--- src/rtl/csa_resolve_seq_pkg.sv ---
// Shared types and sizing helpers for the compressor-tree final-stage resolver.
// RW is the resolved result width; NCH is the number of CHUNK-bit add cycles.
package csa_resolve_seq_pkg;

    typedef enum logic [1:0] {
        IDLE = 2'd0,
        ADD  = 2'd1,
        DONE = 2'd2
    } state_t;

    function automatic int calc_rw(input int width);
        return width + 2;
    endfunction

    function automatic int calc_nch(input int width, input int chunk);
        return (width + 2 + chunk - 1) / chunk;
    endfunction

endpackage

--- src/rtl/csa_resolve_seq_if.sv ---
// Operand/result handshake bundle between the compressor tree, the resolver
// and the product output stage.
interface csa_resolve_seq_if
    import csa_resolve_seq_pkg::*;
#(
    parameter int WIDTH = 16,
    parameter int CNT_W = 8
);
    localparam int RW = calc_rw(WIDTH);

    logic             in_valid;
    logic             in_ready;
    logic [WIDTH-1:0] sum_vec;
    logic [WIDTH-1:0] carry_vec;
    logic             out_valid;
    logic             out_ready;
    logic [RW-1:0]    result;
    logic [CNT_W-1:0] txn_count;

    modport master (
        output in_valid, sum_vec, carry_vec, out_ready,
        input  in_ready, out_valid, result, txn_count
    );

    modport slave (
        input  in_valid, sum_vec, carry_vec, out_ready,
        output in_ready, out_valid, result, txn_count
    );

endinterface

--- src/rtl/csa_chunk_add.sv ---
// Combinational W-bit adder slice with carry in/out, used once per ADD cycle.
module csa_chunk_add #(
    parameter int W = 4
) (
    input  logic [W-1:0] a,
    input  logic [W-1:0] b,
    input  logic         cin,
    output logic [W-1:0] sum,
    output logic         cout
);

    // full-width add of the two operand slices plus the rippled carry
    always_comb begin
        {cout, sum} = {1'b0, a} + {1'b0, b} + {{W{1'b0}}, cin};
    end

endmodule

--- src/rtl/csa_resolve_seq.sv ---
// Sequential resolver: result = sum_vec + 2*carry_vec, CHUNK bits per cycle,
// carry rippling between cycles, behind valid/ready handshakes.
module csa_resolve_seq
    import csa_resolve_seq_pkg::*;
#(
    parameter int WIDTH = 16,
    parameter int CHUNK = 4,
    parameter int CNT_W = 8
) (
    input logic              clk,
    input logic              rst_n,
    csa_resolve_seq_if.slave bus
);

    localparam int RW    = calc_rw(WIDTH);
    localparam int NCH   = calc_nch(WIDTH, CHUNK);
    localparam int PW    = NCH * CHUNK;
    localparam int IDX_W = (NCH > 1) ? $clog2(NCH) : 1;

    state_t             state_r;
    state_t             state_nxt_s;
    logic [IDX_W-1:0]   idx_r;
    logic               cy_r;
    logic [PW-1:0]      a_r;
    logic [PW-1:0]      b_r;
    logic [RW-1:0]      result_r;
    logic               out_valid_r;
    logic               in_ready_r;
    logic [CNT_W-1:0]   cnt_r;

    logic               accept_s;
    logic               handshake_s;
    logic               last_s;
    logic [CHUNK-1:0]   a_chunk_s;
    logic [CHUNK-1:0]   b_chunk_s;
    logic [CHUNK-1:0]   sum_s;
    logic               cout_s;
    logic [RW-1:0]      result_nxt_s;

    assign last_s = (idx_r == IDX_W'(NCH - 1));

    // Operands are zero-padded to NCH*CHUNK bits, so the partial top chunk
    // needs no special slicing; its padded sum bits are simply never stored.
    always_comb begin
        a_chunk_s = a_r[idx_r * CHUNK +: CHUNK];
        b_chunk_s = b_r[idx_r * CHUNK +: CHUNK];
    end

    csa_chunk_add #(.W(CHUNK)) u_chunk_add (
        .a    (a_chunk_s),
        .b    (b_chunk_s),
        .cin  (cy_r),
        .sum  (sum_s),
        .cout (cout_s)
    );

    // merge the current chunk's sum into the held result, other bits untouched
    always_comb begin
        result_nxt_s = result_r;
        for (int bi = 0; bi < RW; bi++) begin
            if ((bi / CHUNK) == int'(idx_r)) begin
                result_nxt_s[bi] = sum_s[bi % CHUNK];
            end else begin
                result_nxt_s[bi] = result_r[bi];
            end
        end
    end

    // next-state and handshake decode
    always_comb begin
        state_nxt_s = state_r;
        accept_s    = 1'b0;
        handshake_s = 1'b0;
        case (state_r)
            IDLE: begin
                if (bus.in_valid) begin
                    accept_s    = 1'b1;
                    state_nxt_s = ADD;
                end else begin
                    state_nxt_s = IDLE;
                end
            end
            ADD: begin
                if (last_s) begin
                    state_nxt_s = DONE;
                end else begin
                    state_nxt_s = ADD;
                end
            end
            DONE: begin
                if (bus.out_ready) begin
                    handshake_s = 1'b1;
                    state_nxt_s = IDLE;
                end else begin
                    state_nxt_s = DONE;
                end
            end
            default: begin
                state_nxt_s = IDLE;
            end
        endcase
    end

    // state register
    always_ff @(posedge clk or negedge rst_n) begin
        if (!rst_n) begin
            state_r <= IDLE;
        end else begin
            state_r <= state_nxt_s;
        end
    end

    // datapath, handshake flags and saturating transaction counter
    always_ff @(posedge clk or negedge rst_n) begin
        if (!rst_n) begin
            idx_r       <= '0;
            cy_r        <= 1'b0;
            a_r         <= '0;
            b_r         <= '0;
            result_r    <= '0;
            out_valid_r <= 1'b0;
            in_ready_r  <= 1'b1;
            cnt_r       <= '0;
        end else if (accept_s) begin
            a_r        <= PW'(bus.sum_vec);
            b_r        <= PW'({bus.carry_vec, 1'b0});
            idx_r      <= '0;
            cy_r       <= 1'b0;
            in_ready_r <= 1'b0;
        end else if (state_r == ADD) begin
            result_r <= result_nxt_s;
            cy_r     <= cout_s;
            if (last_s) begin
                idx_r       <= '0;
                out_valid_r <= 1'b1;
            end else begin
                idx_r       <= idx_r + IDX_W'(1);
            end
        end else if (handshake_s) begin
            out_valid_r <= 1'b0;
            in_ready_r  <= 1'b1;
            if (cnt_r != {CNT_W{1'b1}}) begin
                cnt_r <= cnt_r + CNT_W'(1);
            end else begin
                cnt_r <= cnt_r;
            end
        end else begin
            out_valid_r <= out_valid_r;
        end
    end

    assign bus.in_ready  = in_ready_r;
    assign bus.out_valid = out_valid_r;
    assign bus.result    = result_r;
    assign bus.txn_count = cnt_r;

endmodule

--- src/flat_wrapper.sv ---
// flat-port wrapper written by rule: the top's interface ports become plain ports
module csa_resolve_seq_flat import csa_resolve_seq_pkg::*;
#(
    parameter int WIDTH = 16,
    parameter int CHUNK = 4,
    parameter int CNT_W = 8
)
  (clk, rst_n, bus_in_valid, bus_sum_vec, bus_carry_vec, bus_out_ready, bus_in_ready, bus_out_valid, bus_result, bus_txn_count);
  csa_resolve_seq_if #(.WIDTH(WIDTH), .CNT_W(CNT_W)) bus_i ();
  input logic clk;
  input logic rst_n;
  input wire logic [$bits(bus_i.in_valid)-1:0] bus_in_valid;
  input wire logic [$bits(bus_i.sum_vec)-1:0] bus_sum_vec;
  input wire logic [$bits(bus_i.carry_vec)-1:0] bus_carry_vec;
  input wire logic [$bits(bus_i.out_ready)-1:0] bus_out_ready;
  output wire logic [$bits(bus_i.in_ready)-1:0] bus_in_ready;
  output wire logic [$bits(bus_i.out_valid)-1:0] bus_out_valid;
  output wire logic [$bits(bus_i.result)-1:0] bus_result;
  output wire logic [$bits(bus_i.txn_count)-1:0] bus_txn_count;
  assign bus_i.in_valid = bus_in_valid;
  assign bus_i.sum_vec = bus_sum_vec;
  assign bus_i.carry_vec = bus_carry_vec;
  assign bus_i.out_ready = bus_out_ready;
  assign bus_in_ready = bus_i.in_ready;
  assign bus_out_valid = bus_i.out_valid;
  assign bus_result = bus_i.result;
  assign bus_txn_count = bus_i.txn_count;
  csa_resolve_seq #(.WIDTH(WIDTH), .CHUNK(CHUNK), .CNT_W(CNT_W)) u_core (.clk(clk), .rst_n(rst_n), .bus(bus_i));
endmodule
--- config.mk ---
export PLATFORM = sky130hd
export DESIGN_NAME = csa_resolve_seq_flat
export DESIGN_NICKNAME = d
export VERILOG_FILES = /design/src/rtl/csa_resolve_seq_pkg.sv /design/src/rtl/csa_resolve_seq_if.sv /design/src/rtl/csa_chunk_add.sv /design/src/rtl/csa_resolve_seq.sv /design/src/flat_wrapper.sv
export SDC_FILE = /design/constraint.sdc
export NUM_CORES = 1
export LEC_CHECK = 0
export ABC_AREA = 1
export CAP_MARGIN = 5
export CELL_PAD_IN_SITES_DETAIL_PLACEMENT = 1
export CELL_PAD_IN_SITES_GLOBAL_PLACEMENT = 1
export CORE_UTILIZATION = 40
export DETAILED_ROUTE_END_ITERATION = 12
export GPL_ROUTABILITY_DRIVEN = 0
export GPL_TIMING_DRIVEN = 0
export HOLD_SLACK_MARGIN = 0.15
export MAX_ROUTING_LAYER = met4
export PLACE_DENSITY_LB_ADDON = 0.1
export SLEW_MARGIN = 20
export SYNTH_ARGS = -nofsm -noshare
export SYNTH_HDL_FRONTEND = slang
export SYNTH_HIERARCHICAL = 1
export SYNTH_SLANG_ARGS = --single-unit
--- constraint.sdc ---
create_clock -name clk -period 3.75 [get_ports clk]
set_clock_uncertainty 0.1 [all_clocks]
set_input_delay 0.375 -clock clk [delete_from_list [all_inputs] [get_ports clk]]
set_output_delay 0.375 -clock clk [all_outputs]
set_load 0.02 [all_outputs]
==> impl_metrics.json <==
{
  "synthCells": 381,
  "avgSynthCellArea_um2": 8.15,
  "syn_area_mm2": 0.00310,
  "drv_slew": 0,
  "cts_max_level": 3,
  "chipWidth_um": 90.1,
  "synth_fp_nets": 428,
  "finalSetupViolCount": 0,
  "ant_nets": 0,
  "ctsResizeCount": 0,
  "cts_tree": "built",
  "reg2reg_depth": 10,
  "timing.max_cap.violations": 0,
  "grt_setup_unrepaired": "false",
  "start_kind": "flip-flop",
  "worstHoldPathType": "flip-flop to flip-flop",
  "dieHeight_um": 90.1,
  "cts_hold_buf": 1,
  "clock.fmax_mhz": 356,
  "final_util_pct": 54.7,
  "cts_buffers": 9,
  "ff_latch_area_mm2": 0.00165,
  "critPathKind": "flip-flop to flip-flop",
  "drive_gt1_share_pct": 6.33,
  "worstPathArrival_ns": 2.95,
  "grt_usage_pct": 20.7,
  "nets": 504,
  "grt_start_max_net_pins": 41,
  "min_period_ns": 2.81,
  "seq_area_frac_synth_pct": 53.2,
  "status": "finished, final reports clean",
  "post-place-ws_ns": 0.946,
  "synth_area_leaders": "dfrtp_1 52%, nand2_1 20%, o21ai_0 5.0%",
  "grt_pass1_vias": 2717,
  "drtPass1Iterations": 4,
  "num-fill-cells": 912,
  "cts.sinks": 66,
  "tightest_slew_ns": 0.555,
  "path_clk_slew_ns": 0.06,
  "initial_core_util_pct": 42.1,
  "design.die.area_mm2": 0.00812,
  "peakVddDrop_mv": 0.322,
  "cts_max_path_buffers": 2,
  "hp-start": "u_core/bus.in_ready",
  "cp-startpoint": "u_core/idx_r[1]",
  "grt_overflow": 0,
  "timing.rr.start": "u_core/idx_r[1]",
  "fin_crit_sh_pct": 74.8,
  "postCtsSetupRepairBufs": 0,
  "max-slew-margin-rel_pct": 62.8,
  "leakage_nw": 1.97,
  "end_kind": "flip-flop",
  "avgViaCountPerCell": 4.82,
  "critPathRequiredTime_ns": 3.89,
  "area_delta_synth_final_pct": 29.9,
  "root_buffer": "clkbuf_8",
  "crit_fanout": 10,
  "core_area_mm2": 0.00737,
  "insertion_delay_ns": 0.34,
  "io_buffer_count": 63,
  "ys_ff_latch": 66,
  "row_count": 31,
  "routedWlPerCell_um": 13.5,
  "synth_top_cell_by_area": "dfrtp_1",
  "num_vias": 2683,
  "fin_hold_ws_ns": 0.382,
  "grt_pass1_wl_um": 12900,
  "drt_first_iter_violations": 55,
  "antenna_found_initial": 0,
  "multi_input_area_mm2": 0.00125,
  "hold_viol": 0,
  "fin_ws_ns": 0.944,
  "yosysUniqueCellTypes": 23,
  "diodes": 0,
  "power_density_mw_per_mm2": 818,
  "hold_depth": 2,
  "yosysWarnings": 6,
  "drc": 0,
  "place_hpwl_um": 5630,
  "synth_top_area_share_pct": 52.4,
  "finalWirelength_um": 7510,
  "final_cell_count_no_fill": 557,
  "dp_cells": 544,
  "boundaryPins": 64
}
cell usage in the layout, fill, tap and decap left out, types with 8 or more instances in the layout:
cell type        Yosys  routed
dfrtp_1             65      65
nand2_1            166     166
o21ai_0             31      31
o21ai_1              8       8
ha_1                 9       9
clkdlybuf4s50_1      0      62
inv_1               36      36
nand3_1             19      19
nor2_1               8       8
clkbuf_8             0      10
where the power goes:
group / switching [W] / internal, W
logic: 0.00101 / 0.000618
registers: 0.000169 / 0.00102
clock network: 0.000242 / 0.000242
per-layer routing:
metal / share of wire (%) / routed length, um / vias up / global-route usage [%]
met5: 0 / 0 / - / -
li1: - / - / 1345 / -
met3: 3.5 / 263 / 7 / 4.57
met2: 50 / 3770 / 50 / 34.7
met4: 0.93 / 70 / 0 / 6.05
met1: 45 / 3400 / 1281 / 25.0
logic make-up after synthesis:
| group | after synthesis | share of synthesized area, % |
|---|---|---|
| DFF | 66 | 53.2 |
| and+or+nand+nor | 197 | 25.1 |
| xor gates and xnor gates | 4 | 1.13 |
| buffers and inverters | 49 | 6.53 |
| adders and majority gates | 11 | 4.92 |
| AOI/OAI and AO/OA | 54 | 9.11 |
cells in the mapped netlist:
cell      count
nor2_2        1
nor2_4        1
o22ai_1       1
inv_2         4
dfrtp_1      65
nor2_1        8
ha_1          9
o21ai_0      31
a31oi_1       7
clkbuf_1      2
fa_1          2
o31ai_1       1
buf_4         4
nand3_1      19
a21oi_1       6
buf_2         3
xor2_1        1
o21ai_1       8
nand2_1     166
nand2_2       2
inv_1        36
dfstp_2       1
xnor2_1       3
flip-flops by register name (all words and copies together) (netlist names):
signal / flops
u_core/cy_r: 1
u_core/state_r: 2
u_core/bus.txn_count: 8
u_core/a_r: 16
u_core/bus.result: 18
u_core/bus.in_ready: 1
u_core/b_r: 16
u_core/idx_r: 3
u_core/bus.out_valid: 1
layout make-up:
| class | count | area share, % |
|---|---|---|
| Buffer | 9 | 1.30 |
| Clock buffer | 11 | 3.51 |
| Clock inverter | 1 | 0.124 |
| Inverter | 40 | 3.72 |
| Multi-Input combinational cell | 266 | 31.0 |
| Sequential cell | 66 | 41.0 |
| Tap cell | 99 | 3.07 |
| Timing Repair Buffer | 65 | 16.3 |
stage by stage:
step	power, W	TNS [ns]	instance area [um2]
final	0.00330	0	4030
after global routing	0.00360	0	4030
after CTS	0.00336	0	4030
after detailed placement	0.00286	0	3880
after global placement	0.00277	-0.423	3860
after floorplan	0.00221	0	3100
worst max-delay path, stage by stage (launching register included):
cell and delay (ns):
dfrtp_1 0.40, buf_2 0.20, nor2_1 0.45, nand2_1 0.11, a31oi_1 0.25, fa_1 0.27
inv_1 0.07, fa_1 0.40, xnor2_1 0.14, inv_1 0.12, o21ai_0 0.20
worst paths after layout:
path	slack (ns)	end
max in group asynchronous	2.56	u_core/bus.in_ready
setup reg to reg	0.94	u_core/bus.result[10]
min in group asynchronous	0.40	u_core/bus.result[4]
setup / recovery	0.94	u_core/bus.result[10]
hold reg to reg	0.38	u_core/bus.in_ready
hold / removal	0.38	u_core/bus.in_ready
(Power assumes the default switching activity.)
